### config.mk
export PLATFORM = sky130hd
export DESIGN_NAME = sram_client_arbiter_flat
export DESIGN_NICKNAME = d
export VERILOG_FILES = /design/src/rtl/sram_arb_pkg.sv /design/src/rtl/sram_client_arbiter_if.sv /design/src/rtl/sram_client_arbiter_picker.sv /design/src/rtl/sram_client_arbiter.sv /design/src/flat_wrapper.sv
export SDC_FILE = /design/constraint.sdc
export NUM_CORES = 1
export LEC_CHECK = 0
export CAP_MARGIN = 20
export CORE_UTILIZATION = 41
export DETAILED_ROUTE_END_ITERATION = 16
export PLACE_DENSITY_LB_ADDON = 0.12
export SETUP_SLACK_MARGIN = 0.1
export SLEW_MARGIN = 20
export SYNTH_ARGS = -nofsm -noshare
export SYNTH_HDL_FRONTEND = slang
export SYNTH_SLANG_ARGS = --single-unit
### constraint.sdc
create_clock -name Clock -period 7.93 [get_ports Clock]
set_clock_uncertainty 0.05 [all_clocks]
set_input_delay 1.586 -clock Clock [delete_from_list [all_inputs] [get_ports Clock]]
set_output_delay 1.586 -clock Clock [all_outputs]
set_load 0.02 [all_outputs]
### src/rtl/sram_arb_pkg.sv
// Shared types for the SRAM client arbiter.
// Arbiter states, mode encodings and client-index width helper.
package sram_arb_pkg;

    typedef enum logic {
        S_ARB_IDLE = 1'b0,
        S_ARB_OWN  = 1'b1
    } arb_state_type;

    localparam logic ARB_FIXED = 1'b0;
    localparam logic ARB_RR    = 1'b1;

    function automatic int idx_width(input int n);
        return (n <= 2) ? 1 : $clog2(n);
    endfunction

endpackage

### src/rtl/sram_client_arbiter_if.sv
// Client-side and SRAM-controller-side bundle of the arbiter.
// master = top FSM / clients / controller, slave = arbiter.
interface sram_client_arbiter_if #(
    parameter int NUM_CLIENTS = 4,
    parameter int ADDR_W      = 18,
    parameter int DATA_W      = 16
);
    logic                          Mode;
    logic [NUM_CLIENTS-1:0]        Req;
    logic [NUM_CLIENTS*ADDR_W-1:0] Client_address;
    logic [NUM_CLIENTS*DATA_W-1:0] Client_write_data;
    logic [NUM_CLIENTS-1:0]        Client_we_n;
    logic [NUM_CLIENTS-1:0]        Grant;
    logic [NUM_CLIENTS-1:0]        Read_valid;
    logic [DATA_W-1:0]             Read_data;
    logic [ADDR_W-1:0]             SRAM_address;
    logic [DATA_W-1:0]             SRAM_write_data;
    logic                          SRAM_we_n;
    logic [DATA_W-1:0]             SRAM_read_data;
    logic                          Busy;

    modport master (
        output Mode, Req, Client_address, Client_write_data,
        output Client_we_n, SRAM_read_data,
        input  Grant, Read_valid, Read_data, SRAM_address,
        input  SRAM_write_data, SRAM_we_n, Busy
    );

    modport slave (
        input  Mode, Req, Client_address, Client_write_data,
        input  Client_we_n, SRAM_read_data,
        output Grant, Read_valid, Read_data, SRAM_address,
        output SRAM_write_data, SRAM_we_n, Busy
    );
endinterface

### src/rtl/sram_client_arbiter_picker.sv
// Combinational winner picker for the SRAM client arbiter.
// Scans from a start index with wrap; start=0 gives fixed priority.
module arb_rr_picker #(
    parameter int N     = 4,
    parameter int IDX_W = 2
) (
    input  logic [N-1:0]     req,
    input  logic [N-1:0]     excl,
    input  logic [IDX_W-1:0] start,
    output logic [N-1:0]     win_oh,
    output logic [IDX_W-1:0] win_idx,
    output logic             win_any
);
    int j;

    // First eligible requester at or after start wins
    always_comb begin
        win_oh  = '0;
        win_idx = '0;
        win_any = 1'b0;
        j       = 0;
        for (int k = 0; k < N; k++) begin
            j = int'(start) + k;
            if (j >= N) j = j - N;
            if (!win_any && req[j] && !excl[j]) begin
                win_any   = 1'b1;
                win_oh[j] = 1'b1;
                win_idx   = IDX_W'(j);
            end
        end
    end
endmodule

### src/rtl/sram_client_arbiter.sv
// N-client arbiter in front of the single SRAM controller port.
// Fixed/round-robin grant, bounded hold, tagged read return.
module sram_client_arbiter
    import sram_arb_pkg::*;
#(
    parameter int NUM_CLIENTS    = 4,
    parameter int ADDR_W         = 18,
    parameter int DATA_W         = 16,
    parameter int READ_LATENCY   = 2,
    parameter int MAX_HOLD       = 64,
    parameter int DEFAULT_CLIENT = 0
) (
    input  logic                  Clock,
    input  logic                  Resetn,
    sram_client_arbiter_if.slave  bus
);
    localparam int N      = NUM_CLIENTS;
    localparam int L      = READ_LATENCY;
    localparam int IDX_W  = idx_width(NUM_CLIENTS);
    localparam int HOLD_W = $clog2(MAX_HOLD + 1);

    arb_state_type         state_q, state_d;
    logic [IDX_W-1:0]      owner_q, owner_d;
    logic [N-1:0]          grant_q, grant_d;
    logic [HOLD_W-1:0]     hold_q, hold_d;
    logic [IDX_W-1:0]      rr_ptr_q, rr_ptr_d;
    logic [L-1:0]          pv_q, pv_d;
    logic [L-1:0][IDX_W-1:0] pi_q, pi_d;
    logic [N-1:0]          rd_valid_q, rd_valid_d;
    logic [DATA_W-1:0]     rd_data_q, rd_data_d;

    logic                  owner_act;
    logic                  rd_push;
    logic                  at_limit;
    logic                  others;
    logic                  arb_go;
    logic [N-1:0]          excl;
    logic [IDX_W-1:0]      start;
    logic [N-1:0]          win_oh;
    logic [IDX_W-1:0]      win_idx;
    logic                  win_any;
    logic [ADDR_W-1:0]     sram_addr;
    logic [DATA_W-1:0]     sram_wdata;
    logic                  sram_we_n;

    assign owner_act = |(grant_q & bus.Req);
    assign rd_push   = |(grant_q & bus.Req & bus.Client_we_n);
    assign at_limit  = (bus.Mode == ARB_RR) &&
                       (hold_q == HOLD_W'(MAX_HOLD));
    assign others    = |(bus.Req & ~grant_q);
    assign start     = (bus.Mode == ARB_RR) ? rr_ptr_q : '0;

    arb_rr_picker #(
        .N     (N),
        .IDX_W (IDX_W)
    ) u_picker (
        .req     (bus.Req),
        .excl    (excl),
        .start   (start),
        .win_oh  (win_oh),
        .win_idx (win_idx),
        .win_any (win_any)
    );

    // Decide whether this edge re-arbitrates and whom to skip
    always_comb begin
        arb_go = 1'b0;
        excl   = '0;
        unique case (state_q)
            S_ARB_IDLE: arb_go = |bus.Req;
            S_ARB_OWN: begin
                if (!owner_act) begin
                    arb_go = 1'b1;
                end else if (at_limit && others) begin
                    arb_go = 1'b1;
                    excl   = grant_q;
                end
            end
            default: arb_go = 1'b0;
        endcase
    end

    // Next owner, grant, hold count and round-robin pointer
    always_comb begin
        state_d  = state_q;
        owner_d  = owner_q;
        grant_d  = grant_q;
        hold_d   = hold_q;
        rr_ptr_d = rr_ptr_q;
        if (arb_go) begin
            if (win_any) begin
                state_d = S_ARB_OWN;
                owner_d = win_idx;
                grant_d = win_oh;
                hold_d  = HOLD_W'(1);
                if (bus.Mode == ARB_RR) begin
                    rr_ptr_d = (int'(win_idx) == N - 1) ?
                               '0 : win_idx + 1'b1;
                end
            end else begin
                state_d = S_ARB_IDLE;
                grant_d = '0;
                hold_d  = '0;
            end
        end else if (state_q == S_ARB_OWN) begin
            if (at_limit) begin
                hold_d = HOLD_W'(1);
            end else if (hold_q != HOLD_W'(MAX_HOLD)) begin
                hold_d = hold_q + 1'b1;
            end
        end
    end

    // Route the owner's bus to SRAM; park on the default client otherwise
    always_comb begin
        sram_addr  = bus.Client_address[DEFAULT_CLIENT*ADDR_W +: ADDR_W];
        sram_wdata = bus.Client_write_data[DEFAULT_CLIENT*DATA_W +: DATA_W];
        sram_we_n  = 1'b1;
        if (owner_act) begin
            sram_addr  = bus.Client_address[int'(owner_q)*ADDR_W +: ADDR_W];
            sram_wdata = bus.Client_write_data[int'(owner_q)*DATA_W +: DATA_W];
            sram_we_n  = bus.Client_we_n[owner_q];
        end
    end

    // Tagged read pipeline matching the controller latency
    always_comb begin
        pv_d       = pv_q;
        pi_d       = pi_q;
        pv_d[0]    = rd_push;
        pi_d[0]    = owner_q;
        for (int i = 1; i < L; i++) begin
            pv_d[i] = pv_q[i-1];
            pi_d[i] = pi_q[i-1];
        end
        rd_valid_d = '0;
        rd_data_d  = rd_data_q;
        if (pv_q[L-1]) begin
            rd_valid_d = {{(N-1){1'b0}}, 1'b1} << pi_q[L-1];
            rd_data_d  = bus.SRAM_read_data;
        end
    end

    // State and pipeline registers
    always_ff @(posedge Clock or negedge Resetn) begin
        if (!Resetn) begin
            state_q    <= S_ARB_IDLE;
            owner_q    <= '0;
            grant_q    <= '0;
            hold_q     <= '0;
            rr_ptr_q   <= '0;
            pv_q       <= '0;
            pi_q       <= '0;
            rd_valid_q <= '0;
            rd_data_q  <= '0;
        end else begin
            state_q    <= state_d;
            owner_q    <= owner_d;
            grant_q    <= grant_d;
            hold_q     <= hold_d;
            rr_ptr_q   <= rr_ptr_d;
            pv_q       <= pv_d;
            pi_q       <= pi_d;
            rd_valid_q <= rd_valid_d;
            rd_data_q  <= rd_data_d;
        end
    end

    assign bus.Grant           = grant_q;
    assign bus.Read_valid      = rd_valid_q;
    assign bus.Read_data       = rd_data_q;
    assign bus.SRAM_address    = sram_addr;
    assign bus.SRAM_write_data = sram_wdata;
    assign bus.SRAM_we_n       = sram_we_n;
    assign bus.Busy            = (|grant_q) | (|pv_q);
endmodule

### src/flat_wrapper.sv
// flat-port wrapper written by rule: the top's interface ports become plain ports
module sram_client_arbiter_flat import sram_arb_pkg::*;
#(
    parameter int NUM_CLIENTS    = 4,
    parameter int ADDR_W         = 18,
    parameter int DATA_W         = 16,
    parameter int READ_LATENCY   = 2,
    parameter int MAX_HOLD       = 64,
    parameter int DEFAULT_CLIENT = 0
)
  (Clock, Resetn, bus_Mode, bus_Req, bus_Client_address, bus_Client_write_data, bus_Client_we_n, bus_SRAM_read_data, bus_Grant, bus_Read_valid, bus_Read_data, bus_SRAM_address, bus_SRAM_write_data, bus_SRAM_we_n, bus_Busy);
  sram_client_arbiter_if #(.NUM_CLIENTS(NUM_CLIENTS), .ADDR_W(ADDR_W), .DATA_W(DATA_W)) bus_i ();
  input  logic Clock;
  input  logic Resetn;
  input wire logic [$bits(bus_i.Mode)-1:0] bus_Mode;
  input wire logic [$bits(bus_i.Req)-1:0] bus_Req;
  input wire logic [$bits(bus_i.Client_address)-1:0] bus_Client_address;
  input wire logic [$bits(bus_i.Client_write_data)-1:0] bus_Client_write_data;
  input wire logic [$bits(bus_i.Client_we_n)-1:0] bus_Client_we_n;
  input wire logic [$bits(bus_i.SRAM_read_data)-1:0] bus_SRAM_read_data;
  output wire logic [$bits(bus_i.Grant)-1:0] bus_Grant;
  output wire logic [$bits(bus_i.Read_valid)-1:0] bus_Read_valid;
  output wire logic [$bits(bus_i.Read_data)-1:0] bus_Read_data;
  output wire logic [$bits(bus_i.SRAM_address)-1:0] bus_SRAM_address;
  output wire logic [$bits(bus_i.SRAM_write_data)-1:0] bus_SRAM_write_data;
  output wire logic [$bits(bus_i.SRAM_we_n)-1:0] bus_SRAM_we_n;
  output wire logic [$bits(bus_i.Busy)-1:0] bus_Busy;
  assign bus_i.Mode = bus_Mode;
  assign bus_i.Req = bus_Req;
  assign bus_i.Client_address = bus_Client_address;
  assign bus_i.Client_write_data = bus_Client_write_data;
  assign bus_i.Client_we_n = bus_Client_we_n;
  assign bus_i.SRAM_read_data = bus_SRAM_read_data;
  assign bus_Grant = bus_i.Grant;
  assign bus_Read_valid = bus_i.Read_valid;
  assign bus_Read_data = bus_i.Read_data;
  assign bus_SRAM_address = bus_i.SRAM_address;
  assign bus_SRAM_write_data = bus_i.SRAM_write_data;
  assign bus_SRAM_we_n = bus_i.SRAM_we_n;
  assign bus_Busy = bus_i.Busy;
  sram_client_arbiter #(.NUM_CLIENTS(NUM_CLIENTS), .ADDR_W(ADDR_W), .DATA_W(DATA_W), .READ_LATENCY(READ_LATENCY), .MAX_HOLD(MAX_HOLD), .DEFAULT_CLIENT(DEFAULT_CLIENT)) u_core (.Clock(Clock), .Resetn(Resetn), .bus(bus_i));
endmodule
==> results of run 1 <==
cell families (layout without fill, tap and decap cells):
family,count (synthesis),after routing,synth area share
AO/OA/AOI/OAI,144,144,0.270
XOR/XNOR,6,6,0.0142
buffers and inverters,40,242,0.0438
flip-flops,42,42,0.283
multiplexers,60,60,0.184
AND/OR/NAND/NOR,110,110,0.171
adder cells (fa/ha/maj),10,10,0.0337
path summary, 6_finish.rpt:
check | from | to | slack, ns
min in group asynchronous | Resetn | u_core.hold_q[1] | 1.36
worst max-delay path | bus_Req[0] | bus_SRAM_address[0] | 1.77
max in group asynchronous | Resetn | u_core.owner_q[1] | 5.80
worst max register to register | u_core.hold_q[5] | u_core.rr_ptr_q[1] | 5.01
worst min-delay path | u_core.pi_d[2] | u_core.pi_q[2] | 0.31
worst min register to register | u_core.pi_d[2] | u_core.pi_q[2] | 0.31
cell usage after synthesis, types with 2 or more instances:
library cell	instances	area, um2
xnor2_1	3	26.3
nand3_1	10	50.1
a222oi_1	4	40.0
dfrtp_1	42	1050
or2_2	2	12.5
ha_1	10	125
nor2b_1	34	213
nand2b_1	4	25.0
o21ai_0	36	180
nor2_1	15	56.3
clkbuf_1	27	101
a22o_1	7	61.3
nor4_1	2	12.5
mux2i_1	4	40.0
a31oi_1	34	213
a22oi_1	34	255
a211oi_1	3	22.5
nand2_1	23	86.3
xor2_1	3	26.3
nor3_1	2	10.0
a21oi_1	6	30.0
mux2_2	55	619
inv_1	7	26.3
and2_1	4	25.0
buf_1	2	7.51
nand4_1	3	18.8
o21ai_1	2	10.0
nand4_4	2	42.5
metrics by stage:
stage | total power (uW) | hold slack [ns] | area [um2]
floorplan | 1130 | 0.281 | 3710
global route | 1930 | 0.323 | 6070
CTS | 1820 | 0.305 | 6060
finish | 1810 | 0.306 | 6070
detailed placement | 1670 | 0.287 | 5970
global placement | 1650 | 0.282 | 5970
worst register-to-register path, delay by kind of cell, from the launching register on:
family / cells / cell delay [ns]
AOI/OAI and AO/OA: 4 / 1.16
and+or+nand+nor: 3 / 1.05
DFF: 1 / 0.42
xor gates and xnor gates: 1 / 0.12
state kept, by name, summed over array words and instances, names as in the netlist:
| name | flops |
|---|---|
| u_core.bus.Grant | 4 |
| u_core.bus.Read_data | 16 |
| u_core.bus.Read_valid | 4 |
| u_core.hold_q | 7 |
| u_core.owner_q | 2 |
| u_core.pi_d | 2 |
| u_core.pi_q | 2 |
| u_core.pv_q | 2 |
| u_core.rr_ptr_q | 2 |
| u_core.state_q | 1 |
per-layer routing:
layer / track usage / part of all wire
met4: 0.0873 / 0.029
met1: 0.329 / 0.39
met5: 0 / 0
met3: 0.0576 / 0.072
met2: 0.471 / 0.50
power groups by stage:
stage                     clock network (uW)  registers, uW  logic [uW]
after global routing                     152            430        1340
final                                    142            412        1260
after global placement                     0            409        1240
after detailed placement                   0            416        1250
after floorplan                            0            414         712
after CTS                                146            412        1260
cell type report:
type                    instances  area [um2]
clock buffers                   6        82.6
clock inverters                 2        12.5
fillers                       694        2660
inverters                       8        30.0
multi-input cells             330        2500
flip-flops and latches         42        1050
well taps                     108         135
repair buffers                226        2250
==> impl_metrics.toml, run 1 <==
[timing]
finalMaxSlewViolations = 0
worst_slack_ns = 1.77
relSlewSlack = 0.284
hold_viol = 0
min_period_over_period = 0.777
setup_tns_ns = 0
tightest_slew_ns = 1.07
setup_viol = 0
fmax_mhz = 162
rsz0062_at_grt = "no"
min_period_ns = 6.16

[layout]
final_common_cell = "clkdlybuf4s50_1"
drive_gt1_frac = 0.135
area_growth_pct = 63.5
utilization = 0.696
mostFrequentLayoutCells = "clkdlybuf4s50_1, mux2_2, dfrtp_1"
layout.nets = 786
stdcell_count = 722
diodes = 0

[synthesis]
synth_edf_count = 0
yosys_warnings = 0
yosysUniqueCellTypes = 60
synthCells = 412
ys_seq_elements = 42
synth_fp_nets = 585
avgSynthCellArea_um2 = 9.00
synthArstFlopShare = 1.00
synth_area_um2 = 3710
synth_ff_type = "dfrtp_1"
synth_seq_area_share = 0.283

[worst_hold_path]
hp-class = "register to register"
holdPathStages = 0

[critical_path]
crit_type = "primary input to output pin"
crit_chain = "clkdlybuf4s50_1 -> a22o_1 -> or2_2 -> and2_1 -> buf_4 -> a22oi_1 -> o21ai_0 -> clkdlybuf4s50_1"
critical_path_depth = 8
max_stage_delay_ns = 0.70
path_buf_inv = 3
crit_fanout = 19
endpoint_kind = "output pin"
required_ns = 6.29
reg2reg_depth = 8
cp_slowest_cell = "clkdlybuf4s50_1"
critPathTopFamily = "buffers and inverters"
cp-start-kind = "primary input"
cp_data_arrival_time_ns = 4.52
cp_common_cell = "clkdlybuf4s50_1"

[power_and_ir_drop]
swShare = 0.459
cellInternalPower_uw = 979
p_leak_uw = 0.00233
pwr-share-comb = 0.694
power.share.clock = 0.078
p_seq_frac = 0.228
powerDensity_nw_per_um2 = 298
worst_ir_drop_vdd_uv = 182
p_switching_uw = 831

[status]
status = "completed"

[drt]
drt_iter0_drc = 294
vias = 4090
detail_route.vias_per_cell = 5.66
route.detailed.drc = 0
dr.pass1.iters = 5
wl_per_cell_um = 17.9
ant_nets = 0
totalWireLength_um = 12900

[clocking]
cts_tree = "yes"
cts_hold_buf = 0
ctsRootBufferMaster = "clkbuf_8"
cts_buffer_depth = 2
clkTransAtPathRegs_ns = 0.08
clkLatencyLatePin_ns = 0.29
cts_made_buffers = 5
cts_sinks = 42
htreeDepth = 2
post_cts_buffers = 0
cts_resized = 0

[placement]
place_ws_ns = 1.75
hpwl_um = 10100
portBuffers = 222
gp_congestion = 0.924
dpl.cell_count = 714

[grt]
grt_max_degree = 106
gr-usage-all-layers = 0.270
grt_pass1_wl_um = 20500
antenna_found_initial = 0
grt_pass1_vias = 4069
overflow = 0

[flow_run]
cap_viol_max_count = 0

[die]
start_util = 0.425
die-area_um2 = 9430
fp-row-count = 34
dieHeight_um = 97.1
core_um2 = 8720
die_w_um = 97.1
io-pin-count = 223
Power figures use the tool's default switching activity.
==> run 2: changes to the inputs <==
--- a/config.mk
+++ b/config.mk
@@ -6,7 +6,7 @@
 export NUM_CORES = 1
 export LEC_CHECK = 0
 export CAP_MARGIN = 20
-export CORE_UTILIZATION = 41
+export CORE_UTILIZATION = 35
 export DETAILED_ROUTE_END_ITERATION = 16
 export PLACE_DENSITY_LB_ADDON = 0.12
 export SETUP_SLACK_MARGIN = 0.1
==> constraint.sdc (replaced) <==
create_clock -name Clock -period 5.1 [get_ports Clock]
set_clock_uncertainty 0.05 [all_clocks]
set_input_delay 1.02 -clock Clock [delete_from_list [all_inputs] [get_ports Clock]]
set_output_delay 1.02 -clock Clock [all_outputs]
set_load 0.02 [all_outputs]
==> run 2 against run 1 <==
Effect of this change:
- combinational power up 56%
- highest routed layer unchanged
- setup slack worse by 1.2 ns
- total power up 58%
- cell area up 0.72%
- via count up 1.2%
- hold slack worse by 0.0054 ns
- sequential share of layout area down 0.12 points
- largest cell class unchanged
- largest power group unchanged
- first-iteration DRC count up 3.7%
- sequential power up 56%
==> impl_metrics.toml, run 2 (synthesis gave the netlist of run 1 again) <==
[worst_hold_path]
hp-class = "register to register"
worstHoldEndpoint = "u_core.pi_q[2]"
holdPathStages = 0
hold_start = "u_core.pi_d[2]"

[critical_path]
crit_fanout = 33
max_stage_delay_ns = 0.60
crit_chain = "clkdlybuf4s50_1 -> a22o_1 -> or2_2 -> and2_1 -> buf_4 -> a22oi_1 -> o21ai_0 -> clkdlybuf4s50_1"
ff2ff_setup_slack_ns = 2.25
cp_slowest_cell = "clkdlybuf4s50_1"
reg2reg_to = "u_core.rr_ptr_q[1]"
cp_common_cell = "clkdlybuf4s50_1"
cp_data_arrival_time_ns = 3.51
reg2reg_depth = 8
reg2reg_from = "u_core.hold_q[5]"
endpoint_kind = "output pin"
cp-start-kind = "primary input"
crit_type = "primary input to output pin"
required_ns = 4.03

[drt]
totalWireLength_um = 13400
route.detailed.drc = 0
ant_nets = 0
vias = 4140
detail_route.vias_per_cell = 5.52
dr.pass1.iters = 5
wl_per_cell_um = 17.9
drt_iter0_drc = 305

[timing]
finalMaxSlewViolations = 0
worst_slack_ns = 0.524
setup_tns_ns = 0
relSlewSlack = 0.269
min_period_ns = 4.58
fmax_mhz = 219
setup_viol = 0
rsz0062_at_grt = "no"
hold_viol = 0
min_period_over_period = 0.897
tightest_slew_ns = 1.10

[grt]
antenna_found_initial = 0
grt_pass1_wl_um = 20900
overflow = 0
grt_pass1_vias = 4183
gr-usage-all-layers = 0.240
grt_max_degree = 106

[layout]
area_growth_pct = 64.7
stdcell_count = 750
final_common_cell = "clkdlybuf4s50_1"
largest_reg_flops = 16
fillCellCount = 923
diodes = 0
drive_gt1_frac = 0.135
layout.nets = 786
mostFrequentLayoutCells = "clkdlybuf4s50_1, mux2_2, dfrtp_1"

[die]
start_util = 0.361
die-area_um2 = 11000
fp-row-count = 37
dieHeight_um = 105
die_w_um = 105
io-pin-count = 223
core_um2 = 10300

[placement]
dpl.cell_count = 742
portBuffers = 222
hpwl_um = 10100
place_ws_ns = 0.523
gp_congestion = 0.871

[clocking]
cts_sinks = 42
clkLatencyLatePin_ns = 0.29
clkTransAtPathRegs_ns = 0.08
cts_hold_buf = 0
cts_buffer_depth = 2
htreeDepth = 2
cts_resized = 0
cts_made_buffers = 5
post_cts_buffers = 0
ctsRootBufferMaster = "clkbuf_8"
cts_tree = "yes"

[flow_run]
cap_viol_max_count = 0

[power_and_ir_drop]
finalPower_uw = 2860
worst_ir_drop_vdd_uv = 266
powerDensity_nw_per_um2 = 468
p_leak_uw = 0.00234

[status]
status = "completed"
run 2: cell count changes in the layout (fill, tap and decap cells not counted), sizes merged:
cell      previous run  this run
bufinv               0         1
clkbuf               6         5
clkinv               1         2
clkinvlp             1         0
run 2: metal layers:
layer  global-route usage  part of all wire
met1                0.281              0.39
met3               0.0586             0.084
met5                    0                 0
met2                0.425              0.50
met4               0.0825             0.024
run 2: where the power goes:
group	switching (uW)	internal (uW)
logic	1010	953
registers	185	459
clock network	115	144
total	1310	1560
run 2: area by class of cell:
type,count,area [um2],area share
multi-input combinational,330,2500,0.409
clock inverter,3,40.0,0.00655
timing repair buffer,226,2250,0.368
sequential,42,1050,0.173
inverter,8,30.0,0.00492
clock buffer,5,68.8,0.0113
tap,136,170,0.0279
run 2: worst max path at each step:
stage               slack (ns)       start                    to  depth (start not counted)
finish                    0.52  bus_Req[0]  bus_SRAM_address[10]                          8
global route              0.36  bus_Req[0]  bus_SRAM_address[10]                          8
CTS                       0.51  bus_Req[0]  bus_SRAM_address[10]                          8
detailed placement        0.52  bus_Req[0]  bus_SRAM_address[10]                          8
global placement          0.58  bus_Req[0]   bus_SRAM_address[2]                          8
floorplan                 1.43  bus_Req[0]  bus_SRAM_address[10]                          8
run 2: through the flow:
stage,hold WS [ns],util,instance area [um2]
finish,0.301,0.594,6110
global route,0.325,0.594,6110
CTS,0.302,0.594,6110
detailed placement,0.285,0.584,6000
global placement,0.283,0.584,6000
floorplan,0.281,-,3710
run 2: critical path, delay by kind of cell:
kind | cells | cell delay [ns]
AND/OR/NAND/NOR | 2 | 0.47
buffers and inverters | 3 | 1.36
AO/OA/AOI/OAI | 3 | 0.63
==> variant (config.mk and constraints of run 2) <==
`MAX_HOLD` is set to 64 in 2 places; all go to 128.
--- a/src/rtl/sram_client_arbiter.sv
+++ b/src/rtl/sram_client_arbiter.sv
@@ -9,3 +9,3 @@
     parameter int READ_LATENCY   = 2,
-    parameter int MAX_HOLD       = 64,
+    parameter int MAX_HOLD       = 128,
     parameter int DEFAULT_CLIENT = 0
--- a/src/flat_wrapper.sv
+++ b/src/flat_wrapper.sv
@@ -7,3 +7,3 @@
     parameter int READ_LATENCY   = 2,
-    parameter int MAX_HOLD       = 64,
+    parameter int MAX_HOLD       = 128,
     parameter int DEFAULT_CLIENT = 0
Function: same outputs for any inputs over 4 cycles, from zero or initial values and one cycle with Resetn low; that may be too few to reach the edited logic, so the function may still have changed.
==> variant against run 2 <==
- via count grew 6.6%
- wire length grew 6.6%
- setup slack improved by 0.010 ns
- design area rose by 3.8%
- total power up 6.5%
- sequential cell count increased by 1
- area after synthesis rose by 5.9%
- sequential power grew 7.6%
- critical endpoint is now bus_SRAM_write_data[6]
- largest power group unchanged
==> variant: results (changes against run 2) <==
| Metric | Value |
|---|---|
| Seq. cell area | 1080 um2 (was 1050 um2) |
| FF-to-FF setup slack | 1.48 ns (was 2.25 ns) |
| Core Area | 10900 um2 (was 10300 um2) |
| Port bufs | 222 (unchanged) |
| Synth area leaders | dfrtp_1, mux2_2, a22oi_1 (unchanged) |
| Post-DR wirelength/cell | 18.3 um (was 17.9 um) |
| Placed Area | 6230 um2 (was 6000 um2) |
| Signal buffers | 228 (was 226) |
| Comb power frac | 0.688 (was 0.685) |
| First-pass GRT wire length | 21600 um (was 20900 um) |
| M1 GR Usage | 0.291 (was 0.281) |
| Pint | 0.00165 W (was 0.00156 W) |
| Max stage delay on crit path | 0.58 ns (was 0.60 ns) |
| Slew at the pin closest to its max-slew limit | 1.06 ns (was 1.10 ns) |
| Maximum vdd drop | 0.000267 V (was 0.000266 V) |
| Flops & latches, synth | 43 (was 42) |
| Post-Synth XOR/XNOR Area | 0 (was 0.0142) |
| Seq/Total Area, Yosys | 0.274 (was 0.283) |
| GP Congestion | 0.867 (was 0.871) |
| Global routing usage on met2 | 0.408 (was 0.425) |
| Metal3 WL | 1000 um (was 1120 um) |
| Non-clock inverter count | 6 (was 8) |
| Compound-Gate Fraction of Synth Area | 0.267 (was 0.270) |
| Area of the multi-input gates | 2690 um2 (was 2500 um2) |
| Post-cts gate resize count | 0 (unchanged) |
| Worst hold slack | 0.301 ns (about the same) |
| Layout cell share with drive strength beyond 1 | 0.133 (was 0.135) |
| Drt via density | 5.66 (was 5.52) |
| Mapped Nets | 610 (was 585) |
| 1st-iter DRT viols | 369 (was 305) |
| Tmin final | 4.57 ns (was 4.58 ns) |
| Placed cells | 771 (was 742) |
| Util after Layout | 0.582 (was 0.594) |
| Vias in the first global route | 4327 (was 4183) |
| Final wirelength | 14300 um (was 13400 um) |
| Largest net degree at the start of global routing | 101 (was 106) |
| Clk tree area frac | 0.0178 (about the same) |
| Mapped Cells | 436 (was 412) |
| Multiplexer share of the synthesized area | 0.189 (was 0.184) |
| Comb_multi_in | 354 (was 330) |
| Sw Share | 0.459 (was 0.457) |
| Filler cells | 984 (was 923) |
| HPWL Detailed | 11000 um (was 10100 um) |
| Tot GR Track Use | 0.237 (was 0.240) |
| Met3 GRT Util | 0.0476 (was 0.0586) |
| Status | finished clean (unchanged) |
| P_leak | 2.54 nW (was 2.34 nW) |
| Non-clock buffer share | 0.357 (was 0.368) |
| CP arrival | 3.50 ns (was 3.51 ns) |
| Post-Synth Adder-Cell Area | 0.0350 (was 0.0337) |
| Synth top cells by count | mux2_2, dfrtp_1, o21ai_0 (unchanged) |
==> variant: cell count changes in the layout (fill, tap and decap cells not counted), sizes merged, moves of 4 or more <==
cell,delta
and3,+10
a221o,+8
o21ai,+8
nor2b,+7
a21o,+6
mux2i,+6
nand2,-6
a22o,-5
nor3b,+5
a222oi,-4
==> variant: worst paths after layout <==
path,from,to,cells past startpoint
worst max-delay path,bus_Req[0],bus_SRAM_write_data[6],8
worst min-delay path,u_core.pi_d[3]$_DFF_PN0_,u_core.pi_q[3]$_DFF_PN0_,0
worst max register to register,u_core.bus.Grant[2]$_DFFE_PN0N_,u_core.rr_ptr_q[0]$_DFFE_PN0P_,10
worst min register to register,u_core.pi_d[3]$_DFF_PN0_,u_core.pi_q[3]$_DFF_PN0_,0
max in group asynchronous,Resetn,u_core.owner_q[1]$_DFFE_PN0P_,1
min in group asynchronous,Resetn,u_core.hold_q[6]$_DFFE_PN0P_,1
